<file path="src/rtl/serial_subtractor.sv">
`timescale 1ns/1ps
`default_nettype none
// ============================================================================
// Module      : serial_subtractor
// Description : Bit-serial two's-complement subtractor. Computes a - b one bit
//               per clock, LSB first, with a single full-subtractor cell and a
//               borrow flip-flop. Handshake is start / busy / done. The result
//               and flags are held in output registers until the next
//               operation completes.
// Ports       : clk        rising-edge clock
//               rst_n      asynchronous active-low reset
//               start      request, sampled only in IDLE
//               a, b       minuend / subtrahend, sampled on the accepting edge
//               busy       high while the operation is shifting
//               done       one-cycle pulse, result registers valid
//               diff       a - b modulo 2^WIDTH
//               borrowout  final borrow (a < b unsigned)
//               overflow   signed overflow of a - b
//               zero       diff == 0
// Revision    : 1.0 - initial release
// ============================================================================
module serial_subtractor #(
    parameter int WIDTH = 8
) (
    input  logic             clk,
    input  logic             rst_n,
    input  logic             start,
    input  logic [WIDTH-1:0] a,
    input  logic [WIDTH-1:0] b,
    output logic             busy,
    output logic             done,
    output logic [WIDTH-1:0] diff,
    output logic             borrowout,
    output logic             overflow,
    output logic             zero
);

    localparam int             CW     = $clog2(WIDTH);
    localparam logic [CW-1:0]  C_LAST = CW'(WIDTH - 1);

    typedef enum logic [1:0] {
        S_IDLE  = 2'd0,
        S_SHIFT = 2'd1,
        S_DONE  = 2'd2
    } state_t;

    state_t            r_state;
    state_t            w_state_next;

    logic [WIDTH-1:0]  r_a;
    logic [WIDTH-1:0]  r_b;
    logic [WIDTH-1:0]  r_res;
    logic              r_br;
    logic [CW-1:0]     r_cnt;

    logic              w_last;
    logic              w_d;
    logic              w_br_next;
    logic [WIDTH-1:0]  w_res_next;

    // Full-subtractor cell operating on the current LSBs of the operand
    // shift registers.
    assign w_d        = r_a[0] ^ r_b[0] ^ r_br;
    assign w_br_next  = (~r_a[0] & r_b[0]) | (~(r_a[0] ^ r_b[0]) & r_br);
    assign w_res_next = {w_d, r_res[WIDTH-1:1]};
    assign w_last     = (r_cnt == C_LAST);

    assign busy = (r_state == S_SHIFT);
    assign done = (r_state == S_DONE);

    // ------------------------------------------------------------------------
    // FSM state register
    // ------------------------------------------------------------------------
    always_ff @(posedge clk or negedge rst_n) begin
        if (!rst_n) begin
            r_state <= S_IDLE;
        end else begin
            r_state <= w_state_next;
        end
    end

    // ------------------------------------------------------------------------
    // FSM next-state logic
    // ------------------------------------------------------------------------
    always_comb begin
        w_state_next = r_state;
        case (r_state)
            S_IDLE:  if (start)  w_state_next = S_SHIFT;
            S_SHIFT: if (w_last) w_state_next = S_DONE;
            S_DONE:              w_state_next = S_IDLE;
            default:             w_state_next = S_IDLE;
        endcase
    end

    // ------------------------------------------------------------------------
    // Datapath and result registers
    // ------------------------------------------------------------------------
    always_ff @(posedge clk or negedge rst_n) begin
        if (!rst_n) begin
            r_a       <= '0;
            r_b       <= '0;
            r_res     <= '0;
            r_br      <= 1'b0;
            r_cnt     <= '0;
            diff      <= '0;
            borrowout <= 1'b0;
            overflow  <= 1'b0;
            zero      <= 1'b0;
        end else begin
            case (r_state)
                S_IDLE: begin
                    if (start) begin
                        r_a   <= a;
                        r_b   <= b;
                        r_br  <= 1'b0;
                        r_cnt <= '0;
                    end
                end
                S_SHIFT: begin
                    r_a   <= r_a >> 1;
                    r_b   <= r_b >> 1;
                    r_br  <= w_br_next;
                    r_res <= w_res_next;
                    if (w_last) begin
                        r_cnt     <= '0;
                        // On the last bit the operand LSBs are the original
                        // sign bits, so the signed-overflow test needs no
                        // separately latched copy of the MSBs.
                        diff      <= w_res_next;
                        borrowout <= w_br_next;
                        overflow  <= (r_a[0] ^ r_b[0]) & (w_d ^ r_a[0]);
                        zero      <= ~|w_res_next;
                    end else begin
                        r_cnt <= r_cnt + CW'(1);
                    end
                end
                default: ;
            endcase
        end
    end

endmodule
`default_nettype wire

</file>
<file path="config.mk">
export PLATFORM = sky130hd
export DESIGN_NAME = serial_subtractor
export DESIGN_NICKNAME = d
export VERILOG_FILES = /design/src/rtl/serial_subtractor.sv
export SDC_FILE = /design/constraint.sdc
export NUM_CORES = 1
export LEC_CHECK = 0
export BUFFER_PORTS_ARGS = -buffer_cell sky130_fd_sc_hd__buf_2
export CORE_UTILIZATION = 31
export CTS_CLUSTER_SIZE = 25
export DETAILED_ROUTE_END_ITERATION = 10
export PLACE_DENSITY = 0.48
export SYNTH_ARGS = -nofsm -noshare
export SYNTH_HDL_FRONTEND = slang
export SYNTH_SLANG_ARGS = --single-unit
export TNS_END_PERCENT = 50
</file>
<file path="constraint.sdc">
create_clock -name clk -period 1.95 [get_ports clk]
set_clock_uncertainty 0.2 [all_clocks]
set_input_delay 0.0975 -clock clk [delete_from_list [all_inputs] [get_ports clk]]
set_output_delay 0.0975 -clock clk [all_outputs]
set_load 0.05 [all_outputs]
</file>
==> results of run 1 <==
==> stage by stage <==
| stage | instance area, sq um | cells | setup slack (ps) | power [W] |
|---|---|---|---|---|
| after floorplan | 1782 | 144 | 287.9 | 0.003000 |
| after global placement | 1993 | 243 | 268.0 | 0.003258 |
| after detailed placement | 1993 | 243 | 235.7 | 0.003337 |
| after CTS | 2266 | 269 | 117.7 | 0.003930 |
| after global routing | 2266 | 269 | 37.08 | 0.004156 |
| final | 2266 | 269 | 137.2 | 0.003865 |
==> synth_stat cells, drive strengths merged <==
cell	instances	area, sq um
a21oi	3	15.01
a22o	3	26.28
buf	8	80.07
dfrtp	40	1001
fa	1	20.02
ha	3	37.54
inv	3	11.26
mux2	14	157.6
mux2i	15	150.1
nand2	22	82.58
nand3b	1	20.02
nor2	2	7.510
nor2b	5	38.78
nor4	1	6.260
nor4b	1	8.760
o21ai	19	95.09
o21bai	1	7.510
o31ai	1	7.510
xnor2	1	8.760
==> worst max path at each step <==
stage | from | end | depth (start not counted)
finish | r_state[0] | busy | 3
floorplan | r_cnt[0] | diff[0] | 5
detailed placement | r_a[0] | zero | 5
global route | r_a[0] | zero | 5
CTS | r_state[0] | busy | 3
global placement | r_b[0] | zero | 4
==> flip-flops by register name, indices dropped and copies added, names as in the netlist <==
signal and flops:
diff 8, r_a 8, r_b 8, r_res 7, r_cnt 3, r_state 2
borrowout 1, overflow 1, r_br 1, zero 1
==> kinds of logic (layout without fill, tap and decap cells) <==
| group | count (synthesis) | in the layout | synth area share |
|---|---|---|---|
| buffers and inverters | 11 | 64 | 0.05126 |
| adders and majority gates | 4 | 4 | 0.03231 |
| muxes | 29 | 29 | 0.1727 |
| DFF | 40 | 40 | 0.5618 |
| AOI/OAI and AO/OA | 27 | 27 | 0.08497 |
| and+or+nand+nor | 32 | 32 | 0.09200 |
| xor gates and xnor gates | 1 | 1 | 0.004917 |
==> cell usage in the layout (no fill, tap or decap), types with 3 or more instances in the layout <==
cell type,synthesis,routed
dfrtp_1,40,40
nand2_1,22,22
mux2_2,13,13
mux2i_1,15,15
inv_1,3,3
clkbuf_8,0,6
buf_2,3,31
ha_1,3,3
nor2b_1,4,4
a22o_1,3,3
dlygate4sd3_1,0,18
a21oi_1,3,3
buf_4,1,3
o21ai_0,6,6
o21ai_1,13,13
==> worst min-delay path: stages <==
cell and delay, ps:
dlygate4sd3_1 520, buf_2 100, buf_4 420
==> power groups by stage <==
stage | Clock (W) | Sequential [W] | Combinational, W
detailed placement | 0 | 0.00151 | 0.00183
CTS | 0.000578 | 0.00149 | 0.00187
finish | 0.000554 | 0.00148 | 0.00183
global route | 0.000619 | 0.00154 | 0.00200
floorplan | 0 | 0.00179 | 0.00121
global placement | 0 | 0.00148 | 0.00178
==> routing by layer <==
metal	GRT usage	vias up	routed length (um)
met3	0.03647	6	148
met4	0.05094	0	51
met1	0.1352	576	1433
met2	0.1956	24	1452
li1	-	597	-
met5	0	-	0
==> repair_timing <==
action | 4_1_cts | 5_1_grt
resized for setup | 0 | 0
endpoints found under the hold margin | 57 | 0
hold buffers | 18 | 0
==> cell type report <==
| type | instances | area, sq um |
|---|---|---|
| Clock buffer | 6 | 82.58 |
| Clock inverter | 2 | 10.01 |
| Fill cell | 547 | 3241 |
| Inverter | 3 | 11.26 |
| Multi-Input combinational cell | 93 | 693.2 |
| Sequential cell | 40 | 1001 |
| Tap cell | 72 | 90.09 |
| Timing Repair Buffer | 53 | 377.9 |
==> summary.txt, run 1 <==
Global route overflow: 0
RSZ-0062 raised after global routing: no
Vias: 1203
Initial antenna violation count: 0
Min-Delay Path Class: in -> async
Vias in the first global route: 1267
Nets: 219
R2R Path Start: r_a[0]
Final WL: 3.086 mm
Syn nets: 167
Sw power: 0.001579 W
Synth warnings: 0
Die ar.: 6054 sq um
Data required, critical path: 1650 ps
TritonCTS clock tree: built
Routability cong.: 0.6729
P_leak: 1.112 nW
Max Fclk: 551.6 MHz
R2R setup slack: 230 ps
Combinational Power Share: 0.474
DIE HEIGHT: 77.81 um
Max-slew violation count: 0
Crit Path Class: reg -> out
CP arrival: 1520 ps
Total GRT Usage: 0.1162
Largest stage delay, worst path: 520 ps
Drt pass-1 iters: 4
First-pass GRT wire length: 5.457 mm
Site row count: 27
Vias/cell: 4.472
Yosys reg bits: 40
Endpoint class of the critical path: output pin
Synth-to-Final Area Change: 27.18%
CTS Buf Count: 5
Initial DRC count: 50
Actual slew at the worst max-slew pin: 502.2 ps
Setup violations, final: 0
Die W: 77.81 um
Max_cap viols: 0
CTS H-tree lvls: 2
CP cell instances: nor2b_4, buf_12, buf_2
Pwr dens: 1706 nW/um^2
Final core utilization: 0.4115
Critical Path Start Type: register
Sequential power share: 0.383
Antenna Nets Post-Route: 0
Post-Synthesis Cells: 144
R2R cell count: 5
CORE AREA: 5507 sq um
Total I/O pin count: 32
Post-Syn Area: 1782 sq um
Clock Latency Late Sink: 280 ps
Largest net degree at the start of global routing: 41
Starting Density: 0.3236
Status: complete, no violations
Port bufs: 31
Post-CTS Setup Repair Bufs: 0
Dpl hpwl: 2.135 mm
Slew headroom: 0.6652
Fin crit share: 0.9297
Peak supply drop: 0.6915 mV
DRC Markers: 0
Sum Neg Setup Slack: 0 ps
Antenna cells: 0
WHS: 202.1 ps
Syn Area/Cell: 12.37 sq um
Buffers & Inverters on Critical Path: 2
FF-to-FF End: zero
Synth unique cells: 26
Clock power share: 0.143
Max Root-Sink Buffers: 2
Sinks on Clock Net: 40
Root Buffer: clkbuf_8
Sequential fraction of the synthesis area: 0.5618
WL/cell: 11.47 um
Crit Path Max Fanout: 19
Family with the most delay on the worst path: flip-flops
Clock slew at reported path FFs: 70 ps
Crit path time final: 1813 ps
Final Hold Fails: 0
Power Internal: 0.002286 W
CP max-delay cell: dfrtp_1
Switching share of total power: 0.4085
Layout cells sized above 1: 0.2995
(Power assumes the default switching activity.)
==> inputs of run 2 (changes only) <==
Settings changed: PLACE_DENSITY 0.48 to 0.5.
Clock period 1.95 ns to 1.65 ns, I/O delays scaled along.
==> run 2 against run 1 <==
The run now ends with setup timing left. Routed wire length up 4.4%. Sequential cell count unchanged. Largest cell class unchanged. Sequential power up 20%. Non-clock buffer count up 8. Combinational power up 34%. Register-to-register slack worse by 250 ps. Utilization up 2.9 points. Via count up 4.0%. Global-route usage up 0.12 points.
==> summary.txt, run 2 (synthesized netlist as in run 1, its figures left out) <==
Antenna cells: 0 (unchanged)
Die W: 77.81 um (unchanged)
CTS Buf Count: 5 (unchanged)
CP max-delay cell: fa_1 (was dfrtp_1)
Largest net degree at the start of global routing: 41 (unchanged)
Data required, critical path: 1660 ps (was 1650 ps)
Sinks on Clock Net: 40 (unchanged)
Die ar.: 6054 sq um (unchanged)
Failing checks: setup timing
Total GRT Usage: 0.1174 (was 0.1162)
Vias: 1251 (was 1203)
Status: complete, but fails checks (was complete, no violations)
Power Total: 0.005068 W (was 0.003865 W)
Starting Density: 0.3236 (unchanged)
DIE HEIGHT: 77.81 um (unchanged)
R2R Path Start: r_a[0] (unchanged)
Routability cong.: 0.7599 (was 0.6729)
CP cell instances: inv_2, fa_1, nor4b_4, nand2_1, o21ai_1 (was nor2b_4, buf_12, buf_2)
Final WL: 3.221 mm (was 3.086 mm)
CP arrival: 1680 ps (was 1520 ps)
Final non-filler cell total: 277 (was 269)
Initial antenna violation count: 0 (unchanged)
CORE AREA: 5507 sq um (unchanged)
Crit Path Max Fanout: 2 (was 19)
R2R setup slack: -20 ps (was 230 ps)
Largest stage delay, worst path: 570 ps (was 520 ps)
Actual slew at the worst max-slew pin: 490.5 ps (was 502.2 ps)
Commonest non-fill, non-tap cell in the layout: dfrtp_1 (unchanged)
Site row count: 27 (unchanged)
Drt pass-1 iters: 4 (unchanged)
Endpoint class of the critical path: register (was output pin)
Final Hold Fails: 0 (unchanged)
Dpl hpwl: 2.124 mm (was 2.135 mm)
First-pass GRT wire length: 5.582 mm (was 5.457 mm)
P_leak: 1.175 nW (was 1.112 nW)
Antenna Nets Post-Route: 0 (unchanged)
Peak supply drop: 0.9262 mV (was 0.6915 mV)
RSZ-0062 raised after global routing: yes (was no)
CTS H-tree lvls: 2 (unchanged)
R2R cell count: 5 (unchanged)
Total I/O pin count: 32 (unchanged)
Max Fclk: 600.2 MHz
Dpl cells: 248 (was 243)
TritonCTS clock tree: built (unchanged)
Critical Path Start Type: register (unchanged)
Global route overflow: 0 (unchanged)
Largest regs: diff x8, r_a x8, r_b x8 (unchanged)
Vias in the first global route: 1271 (was 1267)
Reg area: 1001 sq um (unchanged)
Crit path time final: 1666 ps
Clock slew at reported path FFs: 80 ps (was 70 ps)
Fillers: 534 (was 547)
Fin crit share: 1.010
DRC Markers: 0 (unchanged)
Root Buffer: clkbuf_8 (unchanged)
Min setup slack post-route: -16.16 ps (was 137.2 ps)
Max_cap viols: 0 (unchanged)
Vias/cell: 4.516 (was 4.472)
Nets: 227 (was 219)
Pwr dens: 2090 nW/um^2 (was 1706 nW/um^2)
Layout cells sized above 1: 0.3463 (was 0.2995)
Sum Neg Setup Slack: -16.16 ps (was 0 ps)
Crit Path Class: reg -> reg (was reg -> out)
Max-slew violation count: 0 (unchanged)
Multi-input logic area: 733.2 sq um (was 693.2 sq um)
Synth-to-Final Area Change: 36.10% (was 27.18%)
Setup violations, final: 1 (was 0)
Commonest cells after routing, fill and taps aside: 40 x dfrtp_1, 29 x buf_2, 22 x nand2_1 (was 40 x dfrtp_1, 31 x buf_2, 22 x nand2_1)
Min-Delay Path Class: in -> async (unchanged)
Slew headroom: 0.6730 (was 0.6652)
FF-to-FF End: zero (unchanged)
Port bufs: 31 (unchanged)
Initial DRC count: 27 (was 50)
WL/cell: 11.63 um (was 11.47 um)
Clock Latency Late Sink: 280 ps (about the same)
Max Root-Sink Buffers: 2 (unchanged)
[run 2: changes by cell type in the layout (fill, tap and decap cells not counted), sizes merged]
| cell | change |
|---|---|
| buf | +7 |
| clkbuf | +2 |
| bufinv | +1 |
| clkinv | -2 |
[run 2: worst max path at each step]
stage | startpoint | to
after global routing | r_a[0] | zero
final | r_a[0] | zero
after CTS | r_br | zero
after global placement | r_a[0] | zero
after floorplan | r_cnt[0] | diff[0]
after detailed placement | r_a[0] | zero
[run 2: metrics by stage]
stage,setup slack [ps],hold WS [ps],area [sq um],util
4_1_cts,-8.548,200.0,2377,0.4317
6_report,-16.16,180.5,2425,0.4404
3_5_place_dp,-52.68,-20.98,2046,0.3715
3_3_place_gp,-26.74,-30.98,2046,0.3715
5_1_grt,-106.4,241.6,2425,0.4404
2_1_floorplan,22.69,-413.1,1784,-
[run 2: area by class of cell]
cell class              count  area share
clock buffers               7     0.03973
clock inverters             1     0.01238
inverters                   3    0.004644
flip-flops and latches     40      0.4128
well taps                  72     0.03715
repair buffers             61      0.1909
multi-input cells          93      0.3024
[run 2: report_power, final]
part / switching (W) / internal, W
clock network: 0.000318 / 0.000534
logic: 0.00131 / 0.00114
registers: 0.000328 / 0.00144
[run 2: timing repair]
| action | CTS | global route |
|---|---|---|
| endpoints found under the hold margin | 57 | 0 |
| endpoints found under the setup margin | 11 | 12 |
| pin swaps | 1 | 3 |
| cloned | 0 | 0 |
| hold buffers | 18 | 0 |
| resized for setup | 5 | 6 |
| setup buffers | 0 | 3 |
[run 2: worst max-delay path: cells and delay by family (launching register included)]
family | cells | cell delay, ps
simple gates | 2 | 280
flops | 1 | 370
compound gates | 1 | 120
fa+ha+maj | 1 | 570
buf+inv | 1 | 60
[run 2: layer usage]
metal,global-route usage,share of wire,vias up
li1,-,-,619
met1,0.1408,0.46,599
met2,0.2018,0.49,28
met3,0.03176,0.038,5
met4,0.03962,0.0099,0
met5,0,0,-
==> inputs of run 3 (changes only) <==
Settings changed: PLACE_DENSITY 0.5 to 0.48.
Clock period 1.65 ns to 1.85 ns, I/O delays scaled along.
==> run 3 against run 2 <==
The run now ends clean. First-iteration DRC count is 89% higher. Non-clock buffer count is 7 lower. Combinational power is 21% lower. Utilization is 2.7 points lower. Sequential cell count stayed put. Clock power is 31% lower. Global-route usage is 0.32 points higher. Sequential power is 11% lower.
==> summary.txt, run 3 (synthesized netlist as in run 1, its figures left out) <==
Max Root-Sink Buffers: 2 (unchanged)
Data required, critical path: 1560 ps (was 1660 ps)
Sinks on Clock Net: 40 (unchanged)
Root Buffer: clkbuf_8 (unchanged)
TritonCTS clock tree: built (unchanged)
Power Total: 0.004094 W (was 0.005068 W)
Initial antenna violation count: 0 (unchanged)
R2R Path Start: r_cnt[0] (was r_a[0])
Max-slew violation count: 0 (unchanged)
CP arrival: 1440 ps (was 1680 ps)
Critical Path Start Type: register (unchanged)
Status: complete, no violations (was complete, but fails checks)
RSZ-0062 raised after global routing: no (was yes)
Max Fclk: 578.3 MHz
Largest net degree at the start of global routing: 41 (unchanged)
Starting Density: 0.3236 (unchanged)
Family with the most delay on the worst path: flip-flops (was adder cells)
Final non-filler cell total: 270 (was 277)
Antenna cells: 0 (unchanged)
Vias in the first global route: 1234 (was 1271)
Synth-to-Final Area Change: 27.88% (was 36.10%)
Slew headroom: 0.6676 (was 0.6730)
Layout cells sized above 1: 0.3030 (was 0.3463)
Sum Neg Setup Slack: 0 ps (was -16.16 ps)
Actual slew at the worst max-slew pin: 498.7 ps (was 490.5 ps)
CP cell instances: nor2b_4, buf_12, buf_2 (was inv_2, fa_1, nor4b_4, nand2_1, o21ai_1)
WHS: 189.3 ps (was 180.5 ps)
Fillers: 545 (was 534)
R2R setup slack: 150 ps (was -20 ps)
CP Capture Point: busy (was zero)
WP depth: 3 (was 5)
Vias: 1198 (was 1251)
CTS Buf Count: 5 (unchanged)
Total I/O pin count: 32 (unchanged)
DIE HEIGHT: 77.81 um (unchanged)
CTS H-tree lvls: 2 (unchanged)
DRC Markers: 0 (unchanged)
Crit Path Class: reg -> out (was reg -> reg)
Final WL: 3.154 mm (was 3.221 mm)
Initial DRC count: 51 (was 27)
Total GRT Usage: 0.1205 (was 0.1174)
Largest regs: diff x8, r_a x8, r_b x8 (unchanged)
Setup violations, final: 0 (was 1)
Die ar.: 6054 sq um (unchanged)
Max_cap viols: 0 (unchanged)
FF-to-FF End: diff[6] (was zero)
Antenna Nets Post-Route: 0 (unchanged)
Peak supply drop: 0.7364 mV (was 0.9262 mV)
Drt pass-1 iters: 4 (unchanged)
Commonest cells after routing, fill and taps aside: 39 x dfrtp_1, 31 x buf_2, 22 x nand2_1 (was 40 x dfrtp_1, 29 x buf_2, 22 x nand2_1)
Min-Delay Path Class: in -> async (unchanged)
WL/cell: 11.68 um (was 11.63 um)
First-pass GRT wire length: 5.582 mm (unchanged)
Crit path time final: 1729 ps
Largest stage delay, worst path: 470 ps (was 570 ps)
CP max-delay cell: dfrtp_2 (was fa_1)
Vias/cell: 4.437 (was 4.516)
Min setup slack post-route: 120.7 ps (was -16.16 ps)
Nets: 220 (was 227)
Buffers & Inverters on Critical Path: 2 (was 1)
Pwr dens: 1797 nW/um^2 (was 2090 nW/um^2)
Dpl cells: 244 (was 248)
Clock Latency Late Sink: 290 ps (was 280 ps)
CORE AREA: 5507 sq um (unchanged)
Setup crit start: r_state[0] (was r_a[0])
Endpoint class of the critical path: output pin (was register)
Dpl hpwl: 2.186 mm (was 2.124 mm)
Die W: 77.81 um (unchanged)
Fin crit share: 0.9348
Crit Path Max Fanout: 19 (was 2)
Global route overflow: 0 (unchanged)
Routability cong.: 0.6807 (was 0.7599)
Commonest non-fill, non-tap cell in the layout: dfrtp_1 (unchanged)
Final Hold Fails: 0 (unchanged)
Clock slew at reported path FFs: 80 ps (about the same)
P_leak: 1.112 nW (was 1.175 nW)
Port bufs: 31 (unchanged)
R2R cell count: 4 (was 5)
Site row count: 27 (unchanged)
Dpl ws: 151.7 ps (was -52.68 ps)
[run 3: how the worst min path moves through the flow]
stage / startpoint / to / slack [ps] / cells after the start
final: rst_n / r_b[2] / 190 / 3
after global routing: rst_n / r_b[2] / 250 / 3
after CTS: rst_n / r_b[2] / 200 / 3
after detailed placement: rst_n / r_b[2] / -10 / 2
after global placement: rst_n / r_b[2] / -30 / 2
after floorplan: rst_n / borrowout / -400 / 0
[run 3: repair_timing]
action | 4_1_cts | 5_1_grt
setup endpoints to repair | 0 | 2
endpoints found under the hold margin | 57 | 0
hold buffers | 18 | 0
gates resized for setup | 0 | 2
buffers inserted | 0 | 0
[run 3: final cells by class]
cell class,instances,area [sq um],area share
clock buffers,8,90.09,0.03954
inverters,3,11.26,0.004942
multi-input cells,93,699.4,0.3070
flip-flops and latches,40,1002,0.4399
well taps,72,90.09,0.03954
repair buffers,54,385.4,0.1691
[run 3: metrics by stage]
step / instance area (sq um) / util
final: 2278 / 0.4138
after global routing: 2278 / 0.4138
after CTS: 2271 / 0.4124
after detailed placement: 2001 / 0.3633
after global placement: 2001 / 0.3633
after floorplan: 1782 / -
[run 3: worst reg2reg max path, cell delays in order, from the launching register on]
cell and delay [ps]:
dfrtp_1 390, ha_1 200, ha_1 230, nand3b_4 200, mux2_2 370
[run 3: per-layer routing]
metal | part of all wire | GRT usage
met3 | 0.045 | 0.03647
met2 | 0.48 | 0.2062
met5 | 0 | 0
met4 | 0.012 | 0.04528
met1 | 0.47 | 0.1412
[run 3: where the power goes]
part / switching [W] / internal, W / leakage, nW
registers: 0.000282 / 0.00129 / 0.493
clock network: 0.000281 / 0.000304 / 0.0455
logic: 0.00110 / 0.000843 / 0.573
total: 0.00166 / 0.00243 / 1.11
